$ cat src/rtl/train_feeder.sv
// Training-set sequencer for the neuron: holds host-loaded samples and replays them
// epoch after epoch until the neuron reports learned or the epoch limit is reached.
module train_feeder #(
    parameter int DEPTH      = 16,
    parameter int AW         = 4,
    parameter int MAX_EPOCHS = 32
) (
    input  logic          clk,
    input  logic          rst,
    input  logic          load_en,
    input  logic [AW-1:0] load_addr,
    input  logic [6:0]    load_x1,
    input  logic [6:0]    load_x2,
    input  logic [1:0]    load_t,
    input  logic [AW:0]   num_samples,
    input  logic          go,
    input  logic          learned,
    input  logic          updating,
    output logic          start,
    output logic [6:0]    x1,
    output logic [6:0]    x2,
    output logic [1:0]    tin,
    output logic          EOI,
    output logic          EOF,
    output logic          busy,
    output logic          done,
    output logic          fail,
    output logic [7:0]    epoch
);

    typedef enum logic [2:0] {
        S_IDLE,
        S_START,
        S_FETCH,
        S_PRESENT,
        S_EPOCH_END
    } state_t;

    state_t        state, state_n;
    logic [15:0]   mem [DEPTH];
    logic [15:0]   rd_data;
    logic [AW-1:0] index, index_n;
    logic [AW:0]   count, count_n;
    logic          accepted, accepted_n;
    logic          start_n, eoi_n, eof_n, busy_n, done_n, fail_n;
    logic [6:0]    x1_n, x2_n;
    logic [1:0]    tin_n;
    logic [7:0]    epoch_n, epoch_inc;
    logic          count_ok;

    // Read address follows the next index so data is ready during FETCH.
    always_ff @(posedge clk) begin
        if (load_en) begin
            mem[load_addr] <= {load_x1, load_x2, load_t};
        end
        rd_data <= mem[index_n];
    end

    assign count_ok  = (num_samples != '0) && (num_samples <= (AW+1)'(DEPTH));
    assign epoch_inc = epoch + 8'd1;

    always_comb begin
        state_n    = state;
        index_n    = index;
        count_n    = count;
        accepted_n = accepted;
        start_n    = 1'b0;
        eof_n      = 1'b0;
        eoi_n      = EOI;
        x1_n       = x1;
        x2_n       = x2;
        tin_n      = tin;
        done_n     = done;
        fail_n     = fail;
        epoch_n    = epoch;

        case (state)
            S_IDLE: begin
                if (go && count_ok) begin
                    state_n = S_START;
                    count_n = num_samples;
                    index_n = '0;
                    done_n  = 1'b0;
                    fail_n  = 1'b0;
                    epoch_n = 8'd0;
                    start_n = 1'b1;
                end
            end

            S_START: begin
                index_n = '0;
                state_n = S_FETCH;
            end

            S_FETCH: begin
                x1_n       = rd_data[15:9];
                x2_n       = rd_data[8:2];
                tin_n      = rd_data[1:0];
                eoi_n      = ({1'b0, index} == (count - (AW+1)'(1)));
                accepted_n = 1'b0;
                state_n    = S_PRESENT;
            end

            // A sample is finished only after the neuron has raised and then dropped updating.
            S_PRESENT: begin
                if (!accepted) begin
                    if (updating) begin
                        accepted_n = 1'b1;
                    end
                end else if (!updating) begin
                    accepted_n = 1'b0;
                    if (EOI) begin
                        eoi_n   = 1'b0;
                        state_n = S_EPOCH_END;
                    end else begin
                        index_n = index + AW'(1);
                        state_n = S_FETCH;
                    end
                end
            end

            S_EPOCH_END: begin
                if (!updating) begin
                    if (learned) begin
                        done_n  = 1'b1;
                        state_n = S_IDLE;
                    end else begin
                        epoch_n = epoch_inc;
                        if (epoch_inc == 8'(MAX_EPOCHS)) begin
                            eof_n   = 1'b1;
                            fail_n  = 1'b1;
                            state_n = S_IDLE;
                        end else begin
                            index_n = '0;
                            state_n = S_FETCH;
                        end
                    end
                end
            end

            default: begin
                state_n = S_IDLE;
            end
        endcase

        busy_n = (state_n != S_IDLE);
    end

    always_ff @(posedge clk) begin
        if (!rst) begin
            state    <= S_IDLE;
            index    <= '0;
            count    <= '0;
            accepted <= 1'b0;
            start    <= 1'b0;
            x1       <= '0;
            x2       <= '0;
            tin      <= '0;
            EOI      <= 1'b0;
            EOF      <= 1'b0;
            busy     <= 1'b0;
            done     <= 1'b0;
            fail     <= 1'b0;
            epoch    <= 8'd0;
        end else begin
            state    <= state_n;
            index    <= index_n;
            count    <= count_n;
            accepted <= accepted_n;
            start    <= start_n;
            x1       <= x1_n;
            x2       <= x2_n;
            tin      <= tin_n;
            EOI      <= eoi_n;
            EOF      <= eof_n;
            busy     <= busy_n;
            done     <= done_n;
            fail     <= fail_n;
            epoch    <= epoch_n;
        end
    end

endmodule
$ cat config.mk
export PLATFORM = sky130hd
export DESIGN_NAME = train_feeder
export DESIGN_NICKNAME = d
export VERILOG_FILES = /design/src/rtl/train_feeder.sv
export SDC_FILE = /design/constraint.sdc
export NUM_CORES = 1
export LEC_CHECK = 0
export BUFFER_PORTS_ARGS = -buffer_cell sky130_fd_sc_hd__buf_2
export CAP_MARGIN = 30
export CORE_MARGIN = 4
export CORE_UTILIZATION = 40
export CTS_CLUSTER_SIZE = 14
export DETAILED_ROUTE_END_ITERATION = 7
export MAX_ROUTING_LAYER = met4
export SLEW_MARGIN = 5
export SYNTH_ARGS = -nofsm -noshare
export SYNTH_HDL_FRONTEND = slang
export SYNTH_SLANG_ARGS = --single-unit
$ cat constraint.sdc
create_clock -name clk -period 2.8 [get_ports clk]
set_input_delay 0.84 -clock clk [delete_from_list [all_inputs] [get_ports clk]]
set_output_delay 0.84 -clock clk [all_outputs]
set_load 0.02 [all_outputs]
==> results_dict.tcl <==
set metrics [dict create \
    synthCells 947 \
    stdcell_count 1516 \
    p_switching_uw 2037 \
    use_met2 0.2871 \
    grt.total_usage 0.1872 \
    r2r.worst_path.cells 10 \
    setup_tns_ps 0 \
    p_int_uw 7868 \
    avgSynthCellArea_um2 13.51 \
    ys_top_cells_by_count "edfxtp_1 (256), nand2_1 (115), o211ai_1 (77)" \
    grt_first_pass_wirelength_mm 49.20 \
    cp_max_fo 17 \
    holdBufCountCts 0 \
    status "complete, no violations" \
    required_ps 3180 \
    cts.sinks 315 \
    period_share 0.9897 \
    area_growth_pct 23.25 \
    rows 65 \
    yosysUniqueCellTypes 58 \
    holdWs_ps 443.5 \
    clock_path_buffers 3 \
    yosysSeqAreaShare 0.6933 \
    synth_nets 982 \
    p_comb_frac 0.037 \
    antenna_left 0 \
    antenna_found_initial 2 \
    p_total_uw 9905 \
    ys_ff_latch 315 \
    reg2reg_slack_ps 110 \
    totalWireLength_mm 32.84 \
    fp.coreArea_um2 31560 \
    port_buffers 60 \
    p_seq_frac 0.525 \
    start_util 0.4054 \
    grt_pass1_vias 8061 \
    nets 1121 \
    fp.dieH_um 186.8 \
    clock_skew_ps 26.20 \
    max-vdd-ir-drop_uv 489.5 \
    yosysTopAreaCellShare 0.6010 \
    via_count 8423 \
    final_cell_area_um2 15770 \
    worstReg2RegEnd "rd_data[12]$_DFF_P_" \
    p_leak_uw 0.005423 \
    grt_max_degree 39 \
    yosysMostFrequentCell "edfxtp_1" \
    synth_area_um2 12790 \
    max_slew_margin 0.5128 \
    cp.arrival_ps 3150 \
    top_usage_layer "met2" \
    dieWidth_um 186.8 \
    dp_cells 1444 \
    hold_viol 0 \
    vias_per_cell 5.556 \
    cp-start-kind "primary input" \
    tritoncts "done" \
    use_met1 0.2614 \
    cts-root-buf "clkbuf_16" \
    multi_input_area_um2 3814 \
    path_class "primary input to flop" \
    hold_path_class "flop to flop" \
    gp_congestion 0.8125 \
    cts_inserted_buffers 34 \
    yosysTopAreaCell "edfxtp_1" \
    synth.area.top_cells "edfxtp_1 (60%), dfxtp_1 (9.2%), o211ai_1 (4.5%)" \
    finalSetupViolCount 0 \
    cap_violations 0 \
    synthArstFlopShare 0 \
    drt_pass1_iterations 5 \
    power_frac_clock 0.439 \
    h-tree-depth 2 \
    rr_startpoint "epoch[0]$_SDFFE_PN0P_" \
    die-area_um2 34900 \
    synth_edf_count 256 \
    path_clk_slew_ps 60 \
    ys_warn_count 0 \
    layout-drive-gt1-share 0.2617 \
    drc 0 \
    io_pins 61 \
    slew_violations 0 \
    placed_area_um2 14480 \
    seqCellArea_um2 8879 \
    synthFlopType "edfxtp_1" \
    rsz0062_at_grt "yes" \
    worstMarginPinSlew_ps 730.8 \
    fill_cells 2712 \
    holdPathEnd "x2[4]$_SDFFE_PN0P_" \
    drt_iter0_drc 675 \
    sw_frac_of_total 0.2057 \
    max_clock_freq_mhz 360.9 \
    pwr_density_cell_nw_per_um2 628.3 \
    post_drt_wl_per_cell_um 21.66 \
    critPathLaunch "num_samples[3]" \
    met3_usage 0.03303 \
    fin_crit_ps 2771 \
    min_from "rd_data[6]$_DFF_P_" \
    endpoint_kind "flop" \
    clk_latency_ps 520 \
    hpwl_mm 20.59 \
    grt_overflow 0 \
    min_path_cells 2 \
]
[sequential cells by signal, indices dropped and copies added, names as in the netlist, 2 cells and up]
register / flops
epoch: 8
index: 4
state: 3
rd_data: 16
x1: 7
tin: 2
mem: 256
count: 5
x2: 7
[cells by family (layout without fill, tap and decap cells)]
family                   Yosys count  in the layout  share of synthesized area
AO/OA/AOI/OAI                    241            241                     0.1445
XOR/XNOR                           7              7                   0.004793
adder cells (fa/ha/maj)            4              4                   0.003913
buffers and inverters            101            266                    0.03404
flip-flops                       315            315                     0.6933
multiplexers                      44             44                    0.03453
other                              0              2                          0
AND/OR/NAND/NOR                  235            235                    0.08491
[power groups by stage]
stage | registers, uW | logic, uW | clock network [uW]
floorplan | 5300 | 164 | 0
global placement | 5290 | 357 | 0
detailed placement | 5300 | 362 | 0
CTS | 5200 | 363 | 4430
global route | 5200 | 399 | 4620
finish | 5200 | 362 | 4350
[layer usage]
metal | up-vias | share of wire | routed length [um]
li1 | 3928 | - | -
met3 | 50 | 0.055 | 1807
met2 | 258 | 0.46 | 15050
met4 | 0 | 0.021 | 703
met5 | - | 0 | 0
met1 | 4187 | 0.47 | 15280
[cell type report]
type,count,area share
clock buffer,54,0.06436
timing repair buffer,166,0.08381
sequential,315,0.5632
multi-input combinational,531,0.2419
inverter,38,0.009048
tap,402,0.03190
antenna,2,0.0003175
clock inverter,8,0.005476
[worst max path at each step]
stage | endpoint | slack (ps) | cells past startpoint
6_report | rd_data[8]$_DFF_P_ | 30 | 11
5_1_grt | rd_data[6]$_DFF_P_ | -40 | 12
4_1_cts | rd_data[0]$_DFF_P_ | 5 | 10
3_5_place_dp | rd_data[0]$_DFF_P_ | -510 | 10
3_3_place_gp | rd_data[11]$_DFF_P_ | -480 | 10
2_1_floorplan | rd_data[10]$_DFF_P_ | -120 | 11
[layout by cell type (no fill, tap or decap), types with 6 or more instances in the layout]
cell type	count
nor2_1	33
clkbuf_16	36
buf_12	16
a311o_1	30
mux2i_1	42
inv_1	37
o21ai_0	10
a221o_1	15
xnor2_1	7
and2_1	34
a221oi_2	28
dfxtp_1	55
buf_4	87
buf_2	60
clkbuf_1	9
a21oi_1	40
nand2_1	115
nor2_2	10
o211ai_1	77
edfxtp_1	256
clkbuf_8	6
[worst max-delay path: stages]
cell and delay [ps]:
buf_2 120, nor4_4 300, mux2i_2 340, o21ai_1 170, buf_4 180, buf_4 130, o21ai_4 270, buf_12 200
o211ai_1 110, a21oi_1 320, o211ai_1 150
[per-stage QoR]
stage | utilization | setup slack (ps)
6_report | 0.4996 | 28.98
5_1_grt | 0.4996 | -39.69
4_1_cts | 0.4940 | 4.927
3_5_place_dp | 0.4590 | -512.1
3_3_place_gp | 0.4590 | -479.5
2_1_floorplan | - | -120.5
[timing repair]
| item | in CTS | in global routing |
|---|---|---|
| pin swaps | 1 | 9 |
| resized for setup | 1 | 22 |
| gates cloned | 0 | 1 |
| buffers inserted | 0 | 7 |
| setup endpoints to repair | 2 | 16 |
| hold endpoints to repair | 0 | 0 |
(Power assumes the default switching activity.)
